$ cat src/rtl/ifetch_ctrl.sv
// Instruction-fetch sequencer: owns the PC, drives the async-read ROM address and
// buffers returned words, tagged with their PC, in a small FIFO towards decode.
// Optional bounds/alignment check enabled by defining IFETCH_BOUNDS_CHECK_EN.
module ifetch_ctrl #(
  parameter int unsigned          ADDR_W     = 32,
  parameter logic [ADDR_W-1:0]    RESET_PC   = '0,
  parameter int unsigned          FIFO_DEPTH = 2,
  parameter int unsigned          MEM_WORDS  = 256
) (
  input  logic              clk,
  input  logic              rst_n,
  output logic [ADDR_W-1:0] imem_addr,
  input  logic [ADDR_W-1:0] imem_data,
  input  logic              redirect_valid,
  input  logic [ADDR_W-1:0] redirect_pc,
  input  logic              halt_req,
  output logic              out_valid,
  output logic [ADDR_W-1:0] out_instr,
  output logic [ADDR_W-1:0] out_pc,
  input  logic              out_ready,
  output logic              busy,
  output logic [31:0]       fetch_cnt,
  output logic              fault
);

  localparam int unsigned     PtrW     = $clog2(FIFO_DEPTH);
  localparam int unsigned     CntW     = PtrW + 1;
  localparam logic [CntW-1:0] Depth    = CntW'(FIFO_DEPTH);
  localparam logic [ADDR_W:0] MemLimit = (ADDR_W + 1)'(MEM_WORDS) << 2;

`ifdef IFETCH_BOUNDS_CHECK_EN
  localparam bit BoundsEn = 1'b1;
`else
  // Without the check, out-of-range addresses simply wrap inside the ROM.
  localparam bit BoundsEn = 1'b0;
`endif

  typedef enum logic [1:0] {StBoot, StFetch, StHalt} state_e;

  state_e            state_q;
  logic [ADDR_W-1:0] pc_q;
  logic              fault_q;
  logic [ADDR_W-1:0] instr_mem [FIFO_DEPTH];
  logic [ADDR_W-1:0] pc_mem    [FIFO_DEPTH];
  logic [PtrW-1:0]   rd_ptr_q;
  logic [PtrW-1:0]   wr_ptr_q;
  logic [CntW-1:0]   count_q;
  logic [31:0]       fetch_cnt_q;

  logic pop;
  logic push;
  logic addr_bad;
  logic slot_free;

  // Handshake, slot availability and push qualification for the current cycle.
  always_comb begin
    pop       = (count_q != '0) && out_ready;
    addr_bad  = BoundsEn && ((pc_q[1:0] != 2'b00) || ({1'b0, pc_q} >= MemLimit));
    // A full FIFO still accepts a push when the head leaves in the same cycle.
    slot_free = (count_q < Depth) || pop;
    push      = (state_q == StFetch) && !redirect_valid && !halt_req && !addr_bad && slot_free;
  end

  // Sequencer FSM: PC, state and sticky fault; redirect overrides everything but reset.
  always_ff @(posedge clk) begin
    if (!rst_n) begin
      state_q <= StBoot;
      pc_q    <= RESET_PC;
      fault_q <= 1'b0;
    end else if (redirect_valid) begin
      state_q <= StFetch;
      pc_q    <= {redirect_pc[ADDR_W-1:2], 2'b00};
      fault_q <= 1'b0;
    end else begin
      case (state_q)
        StBoot: state_q <= StFetch;
        StFetch: begin
          if (addr_bad) begin
            fault_q <= 1'b1;
            state_q <= StHalt;
          end else if (halt_req) begin
            state_q <= StHalt;
          end else if (push) begin
            pc_q <= pc_q + ADDR_W'(4);
          end
        end
        StHalt: state_q <= StHalt;
        default: state_q <= StBoot;
      endcase
    end
  end

  // Output FIFO storage, pointers, occupancy and the accepted-instruction counter.
  always_ff @(posedge clk) begin
    if (!rst_n) begin
      rd_ptr_q    <= '0;
      wr_ptr_q    <= '0;
      count_q     <= '0;
      fetch_cnt_q <= '0;
      for (int unsigned i = 0; i < FIFO_DEPTH; i++) begin
        instr_mem[i] <= '0;
        pc_mem[i]    <= '0;
      end
    end else begin
      if (pop) begin
        fetch_cnt_q <= fetch_cnt_q + 32'd1;
      end
      if (redirect_valid) begin
        rd_ptr_q <= '0;
        wr_ptr_q <= '0;
        count_q  <= '0;
      end else begin
        if (push) begin
          instr_mem[wr_ptr_q] <= imem_data;
          pc_mem[wr_ptr_q]    <= pc_q;
          wr_ptr_q            <= wr_ptr_q + PtrW'(1);
        end
        if (pop) begin
          rd_ptr_q <= rd_ptr_q + PtrW'(1);
        end
        case ({push, pop})
          2'b10:   count_q <= count_q + CntW'(1);
          2'b01:   count_q <= count_q - CntW'(1);
          default: count_q <= count_q;
        endcase
      end
    end
  end

  assign imem_addr = pc_q;
  assign out_valid = (count_q != '0);
  assign out_instr = instr_mem[rd_ptr_q];
  assign out_pc    = pc_mem[rd_ptr_q];
  assign busy      = (state_q == StFetch);
  assign fetch_cnt = fetch_cnt_q;
  assign fault     = fault_q;

endmodule

$ cat config.mk
export PLATFORM = sky130hd
export DESIGN_NAME = ifetch_ctrl
export DESIGN_NICKNAME = d
export VERILOG_FILES = /design/src/rtl/ifetch_ctrl.sv
export SDC_FILE = /design/constraint.sdc
export NUM_CORES = 1
export LEC_CHECK = 0
export CAP_MARGIN = 10
export CELL_PAD_IN_SITES_DETAIL_PLACEMENT = 0
export CELL_PAD_IN_SITES_GLOBAL_PLACEMENT = 1
export CORE_MARGIN = 2
export CORE_UTILIZATION = 50
export CTS_CLUSTER_DIAMETER = 200
export DETAILED_ROUTE_END_ITERATION = 16
export DONT_BUFFER_PORTS = 1
export MAX_ROUTING_LAYER = met4
export PLACE_DENSITY_LB_ADDON = 0.05
export SYNTH_ARGS = -nofsm -noshare
export SYNTH_HDL_FRONTEND = slang
export SYNTH_SLANG_ARGS = --single-unit
$ cat constraint.sdc
create_clock -name clk -period 9.1 [get_ports clk]
set_input_delay 1.82 -clock clk [delete_from_list [all_inputs] [get_ports clk]]
set_output_delay 1.82 -clock clk [all_outputs]
set_load 0.005 [all_outputs]
# Yosys cells after proc, flatten, opt, wreduce, memory -nomap -nowiden
# Memories as Yosys holds them, arrays and structs flattened. A register that Yosys moved wholly into a read port is not among the register bits.
# Index checks and enable logic that the tools add are counted.
[op_classes]
n_addsub = 6
magnitude_cmp = 1
eq_ne = 7
muxes = 23
bitwise = 2
reduce_logical = 17
[ops]
columns = ["operator", "n"]
rows = [
  ["$mux W32", 6],
  ["$reduce_or A32 Y1", 2],
  ["$add A32 B1 Y32 const B", 1],
  ["$add A32 B3 Y32 const B", 1],
  ["$mux W1", 14],
  ["$reduce_bool A2 Y1", 4],
  ["$pmux W2 S3", 1],
  ["$reduce_and A3 Y1", 2],
  ["$eq A2 B1 Y1 const B", 2],
  ["$eq A2 B2 Y1 const B", 2],
  ["$logic_and A1 B1 Y1", 4],
  ["$ne A2 B2 Y1 const B", 2],
  ["$pmux W2 S2", 1],
  ["$ne A3 B3 Y1 const B", 1],
  ["$add A1 B1 Y1 const B", 2],
  ["$add A2 B1 Y2 const B", 1],
  ["$logic_not A1 Y1", 2],
  ["$logic_not A2 Y1", 1],
  ["$lt A2 B2 Y1 const B", 1],
  ["$mux W2", 1],
  ["$not A1 Y1", 2],
  ["$reduce_or A2 Y1", 1],
  ["$sub A2 B1 Y2 const B", 1],
  ["$logic_or A1 B1 Y1", 1],
]
[word_totals]
ff_bits = 70
ram_bits = 128
input_bits = 69
out_inout_bits = 131
memories = 2
[memory_table]
columns = ["name", "words", "width", "rd", "rd_clocked_by_memory_dff", "write_ports", "line_no", "rtl"]
rows = [
  ["instr_mem", 2, 32, 1, 1, 2, "43", "logic [ADDR_W-1:0] instr_mem [FIFO_DEPTH];"],
  ["pc_mem", 2, 32, 1, 1, 2, "44", "logic [ADDR_W-1:0] pc_mem [FIFO_DEPTH];"],
]

# Logic depth before layout (Yosys ltp)
# Gate-level depths: netlist of the first run.
[logic_depth]
ltp_word = 10
mapped_depth = 11
ltp_nobuf = 9

# Worst setup path after synthesis of the first run
# OpenSTA, ideal clock, no wires.
[synth_path]
path_kind = "input to register"
startpoint = "input halt_req"
endpoint = "memory instr_mem[0][0] (enable)"
setup_ns = 0.568
t_arrival_ns = 6.938
t_required_ns = 8.532
slack_ns = 1.594
path_stages = 6
n_path_buf = 2
cell_sequence = "nor2b_1 clkbuf_1 and2_1 clkbuf_1 nand2_1 o21ai_0"
[synth_lines]
columns = ["element", "line_no", "rtl"]
rows = [
  ["start: declaration", "16", "input logic halt_req,"],
  ["end: declaration", "43", ""],
]

==> impl_metrics.tcl, run 1 <==
set metrics [dict create \
    synthAdderAreaFrac 0.00715 \
    yosysWarnings 0 \
    holdBufCountCts 0 \
    leakage_nw 3.37 \
    async_flop_share 0 \
    hold_slack_ns 0.463 \
    rsz0062_at_grt "false" \
    startpoint_type "input pin" \
    endpoint_kind "register" \
    syn_inst 753 \
    wirelength_mm 18.9 \
    synth_top_area_cell "edfxtp_1" \
    drtIter0Drc 274 \
    r2r_start "state_q[1]$_SDFFE_PP0P_" \
    die_area_um2 18600 \
    clk_pin_slew_ns 0.07 \
    synth_top_family_by_area "simple AND/OR/NAND/NOR gates" \
    cts_setup_buffers 0 \
    synth-compound-area-share 0.0432 \
    crit_end "instr_mem[1][25]$_SDFFCE_PN0P_" \
    outcome "finished clean" \
    relSlewSlack 0.197 \
    fp.coreArea_um2 17200 \
    cts-root-buf "clkbuf_16" \
    synth-simple-area-share 0.200 \
    r2r_end "instr_mem[0][0]$_SDFFCE_PN0P_" \
    grt_usage 0.208 \
    drc 0 \
    finalCritPeriodShare 0.424 \
    grt_pass1_wl_mm 28.7 \
    cts_resized 0 \
    total_power_mw 1.81 \
    hold_violations 0 \
    maxSlewViolCount 0 \
    chipHeight_um 136 \
    drtPass1Iterations 4 \
    fin_skew_ns 0.00951 \
    vias 5495 \
    final_area_um2 9510 \
    tightest_slew_ns 1.20 \
    max-vdd-ir-drop_mv 0.130 \
    synth.distinct_cells 41 \
    worst_r2r_path_depth 7 \
    vias_per_cell 5.64 \
    worstPathRequired_ns 9.15 \
    final_net_count 809 \
    setup-violations-final 0 \
    cp_max_fo 62 \
    synth_xor_area_frac 0.0541 \
    synth_top_cell_area_share 0.426 \
    post_drt_wl_per_cell_um 19.4 \
    tns_ns 0 \
    yosys-top-cells-area "edfxtp_1 43%, dfxtp_1 16%, and2_1 8.9%" \
    min_path_type "reg2reg" \
    grt_max_degree 63 \
    fillCellCount 1492 \
    final_layout_size_suffix_gt1_frac 0.147 \
    synth_area_um2 8750 \
    synth_top_flop_cell "edfxtp_1" \
    path_class "in2reg" \
    cts_max_level 4 \
    clk_path_buf_depth 2 \
    yosysSeqAreaShare 0.583 \
    grt_pass1_vias 5372 \
    place_hpwl_mm 12.1 \
    max_freq_ghz 0.259 \
    numCtsBuffers 17 \
    grt-ovfl-total 0 \
    ioPinCount 200 \
    area_delta_synth_final_pct 8.65 \
    synth-edff-count 124 \
    initial_utilization 0.509 \
    cts_tree "built" \
    yosysMostFrequentCell "and2_1" \
    cts.sinks 193 \
    synth_commonest_cells "125 x and2_1, 124 x edfxtp_1, 69 x dfxtp_1" \
    placement.io_buffers 0 \
    post_dp_cell_area_um2 8920 \
    synth_mux_area_frac 0.0849 \
    num_rows 48 \
    post-route-min-period_ns 3.86 \
    gp_congestion 0.806 \
    antenna_left 0 \
    maxCapViolCount 0 \
    antenna_found_initial 1 \
    reg2reg_slack_ns 6.04 \
    fp.dieW_um 136 \
    powerDensity_nw_per_um2 190 \
    cp-startpoint "redirect_valid" \
    clk_latency_ns 0.42 \
    syn_avg_cell_area_um2 11.6 \
    cp_data_arrival_time_ns 3.90 \
    ys_ff_latch 193 \
]
## power breakdown
part | switching (mW) | internal (mW) | leakage [nW] | total [mW]
logic | 0.0491 | 0.0300 | 1.23 | 0.0791
clock network | 0.328 | 0.409 | 0.285 | 0.737
registers | 0.0269 | 0.965 | 1.85 | 0.992
total | 0.404 | 1.40 | 3.37 | 1.81
## per-layer routing
| layer | global-route usage | up-vias | share of wire |
|---|---|---|---|
| li1 | - | 2623 | - |
| met1 | 0.252 | 2676 | 0.41 |
| met2 | 0.334 | 175 | 0.48 |
| met3 | 0.0641 | 21 | 0.090 |
| met4 | 0.0683 | 0 | 0.013 |
| met5 | - | - | 0 |
## cell families after synthesis
kind of cell,Yosys count
mux,66
fa+ha+maj,5
flops,193
compound gates,68
xor+xnor,54
other cells,1
simple gates,311
buf+inv,55
## placed cells by master (no fill, tap or decap), types with 2 or more instances in the layout
cell       netlist  final
nand3_1         21     21
mux2_2          62     62
mux2i_1          3      3
edfxtp_1       124    124
xnor2_1         27     27
clkbuf_16        0     17
or3_1            6      6
nor3_2           0      2
nor4_1          16     16
and4_1           5      5
bufinv_16        0      2
clkinv_1         0      3
or2_2            2      2
nand4_1         20     20
nand2b_1         3      2
a211oi_1         5      5
conb_1           1      5
buf_4            5      6
a32oi_1          2      2
ha_1             5      5
nand2_1         33     33
xor2_1          27     27
nor2b_1          4      4
inv_1            8      8
inv_6            0      3
nor2_1          48     48
dfxtp_1         69     68
nor3_1          11      9
clkinv_4         0      2
a21oi_1         28     28
clkinv_2         0      2
o21ai_0         28     27
and3_1          12     12
and2_1         125    125
## flip-flops by register name, indices dropped and copies added, names as in the netlist, named ones only
name	flops
instr_mem	64
pc_mem	60
fetch_cnt	32
imem_addr	30
count_q	2
state_q	2
rd_ptr_q	1
wr_ptr_q	1
## per-stage QoR
| stage | utilization | setup slack (ns) | std cells |
|---|---|---|---|
| 4_1_cts | 0.553 | 5.26 | 973 |
| 3_3_place_gp | 0.519 | 4.82 | 941 |
| 3_5_place_dp | 0.519 | 4.81 | 941 |
| 6_report | 0.553 | 5.24 | 974 |
| 5_1_grt | 0.553 | 5.02 | 974 |
| 2_1_floorplan | - | 1.59 | 757 |
## worst max-delay path, cell delays in order
cell and delay (ns):
inv_1 0.14, buf_4 0.46, nand2_1 0.41, nor3_2 0.24, nand2b_4 0.76
## worst min path at each step
stage,start,endpoint,depth (start not counted)
after floorplan,state_q[1]$_SDFFE_PP0P_,state_q[1]$_SDFFE_PP0P_,2
after global placement,state_q[1]$_SDFFE_PP0P_,state_q[1]$_SDFFE_PP0P_,2
after detailed placement,state_q[1]$_SDFFE_PP0P_,state_q[1]$_SDFFE_PP0P_,2
after CTS,state_q[1]$_SDFFE_PP0P_,state_q[1]$_SDFFE_PP0P_,2
after global routing,state_q[1]$_SDFFE_PP0P_,state_q[1]$_SDFFE_PP0P_,2
final,state_q[1]$_SDFFE_PP0P_,state_q[1]$_SDFFE_PP0P_,2
## cell type report
type | count | area, µm² | share of cell area
clock buffer | 17 | 425 | 0.0447
tap | 225 | 282 | 0.0296
multi-input combinational | 509 | 3460 | 0.364
clock inverter | 15 | 160 | 0.0168
antenna | 1 | 2.50 | 0.000263
timing repair buffer | 6 | 45.0 | 0.00474
inverter | 8 | 30.0 | 0.00316
sequential | 193 | 5110 | 0.537
Note: power is estimated with default switching activity, not from simulation.
==> run 2, diff against run 1 <==
- CORE_UTILIZATION: 50 -> 45
- clock period: 9.1 -> 3.3 ns (I/O delays scaled with it)
==> impl_metrics.tcl, run 2 (synthesized netlist as in run 1, its figures left out) <==
set metrics [dict create \
    regArea_um2 5110 \
    largest_register_ffs 64 \
    ioPinCount 200 \
    numCtsBuffers 17 \
    clk_latency_ns 0.43 \
    clk_path_buf_depth 2 \
    cts_setup_buffers 0 \
    max-vdd-ir-drop_mv 0.363 \
    area_delta_synth_final_pct 10.2 \
    max_stage_delay_ns 0.95 \
    post-route-min-period_ns 2.51 \
    die_area_um2 20600 \
    path_class "reg2out" \
    outcome "finished clean" \
    tns_ns 0 \
    grt_pass1_wl_mm 30.1 \
    grt_max_degree 63 \
    final_cell_mix "125 x and2_1, 124 x edfxtp_1, 68 x dfxtp_1, 62 x mux2_2, 48 x nor2_1" \
    wl_met2_mm 9.63 \
    fin_skew_ns 0.0113 \
    place_hpwl_mm 12.9 \
    dr.max_layer_used "met4" \
    vias_per_cell 5.44 \
    largest_register "instr_mem" \
    cts.sinks 193 \
    holdBufCountCts 0 \
    antenna_left 0 \
    cts-root-buf "clkbuf_16" \
    vias 5555 \
    worstPathRequired_ns 2.64 \
    cp_slowest_cell "dfxtp_4" \
    maxSlewViolCount 0 \
    startpoint_type "register" \
    hold_violations 0 \
    wl_met3_mm 1.69 \
    finalCritPeriodShare 0.761 \
    final_net_count 814 \
    wl_met1_mm 8.30 \
    grt_usage 0.198 \
    cp_num_buf_inv 0 \
    cts_max_level 4 \
    grt_pass1_vias 5408 \
    endpoint_kind "output port" \
    min_path_type "in2reg" \
    max_freq_ghz 0.398 \
    gp_congestion 0.747 \
    fp.coreArea_um2 19300 \
    final_common_cell "and2_1" \
    post_drt_wl_per_cell_um 19.5 \
    cts_resized 0 \
    cp_data_arrival_time_ns 1.85 \
    placement.io_buffers 0 \
    fp.dieW_um 143 \
    wirelength_mm 19.9 \
    setup-violations-final 0 \
    drc 0 \
    crit_path_cell_trace "mux2_2" \
    grt-ovfl-total 0 \
    chipHeight_um 143 \
    final_layout_size_suffix_gt1_frac 0.154 \
    cp_max_fo 62 \
    rsz0062_at_grt "false" \
    drtIter0Drc 257 \
    maxCapViolCount 0 \
    clk_pin_slew_ns 0.07 \
    cts_tree "built" \
    drtPass1Iterations 4 \
    multi_input_area_um2 3460 \
    fillCellCount 1758 \
    initial_utilization 0.454 \
    total_power_mw 5.02 \
    crit_family "flip-flops" \
    num_rows 51 \
    relSlewSlack 0.392 \
    leakage_nw 3.40 \
    tightest_slew_ns 0.913 \
    antenna_found_initial 3 \
    powerDensity_nw_per_um2 521 \
]
run 2: routing by layer:
metal | global-route usage | vias to the layer above
li1 | - | 2639
met3 | 0.0733 | 20
met4 | 0.0537 | 0
met1 | 0.234 | 2735
met5 | - | -
met2 | 0.320 | 161
run 2: path summary, 6_finish.rpt:
path | from | end | slack, ns | depth (start not counted)
max | register | out_pc[31] | 0.79 | 1
min reg2reg | state_q[1]$_SDFFE_PP0P_ | state_q[1]$_SDFFE_PP0P_ | 0.46 | 2
min | rst_n | imem_addr[15]$_SDFFE_PN0P_ | 0.39 | 2
max reg2reg | fetch_cnt[4]$_SDFFE_PN0P_ | fetch_cnt[31]$_SDFFE_PN0P_ | 0.84 | 5
run 2: area by class of cell:
type | instances | area share
inverter | 8 | 0.00312
multi-input combinational | 509 | 0.359
tap | 265 | 0.0344
antenna | 3 | 0.000779
clock buffer | 18 | 0.0445
sequential | 193 | 0.530
clock inverter | 14 | 0.0161
timing repair buffer | 11 | 0.0125
run 2: report_power, final:
part           switching, mW  total [mW]  internal [mW]
registers             0.0763        2.74           2.66
logic                  0.138       0.229         0.0911
clock network          0.920        2.05           1.13
total                   1.13        5.02           3.88
run 2: through the flow:
step	instance area, µm²	hold WS (ns)	util	setup slack (ns)	std cells
finish	9640	0.390	0.500	0.789	1021
global route	9640	0.367	0.500	0.586	1021
CTS	9630	0.360	0.500	0.718	1018
detailed placement	9050	0.462	0.469	0.821	986
global placement	9050	0.442	0.469	0.861	986
floorplan	8780	0.432	-	0.346	757
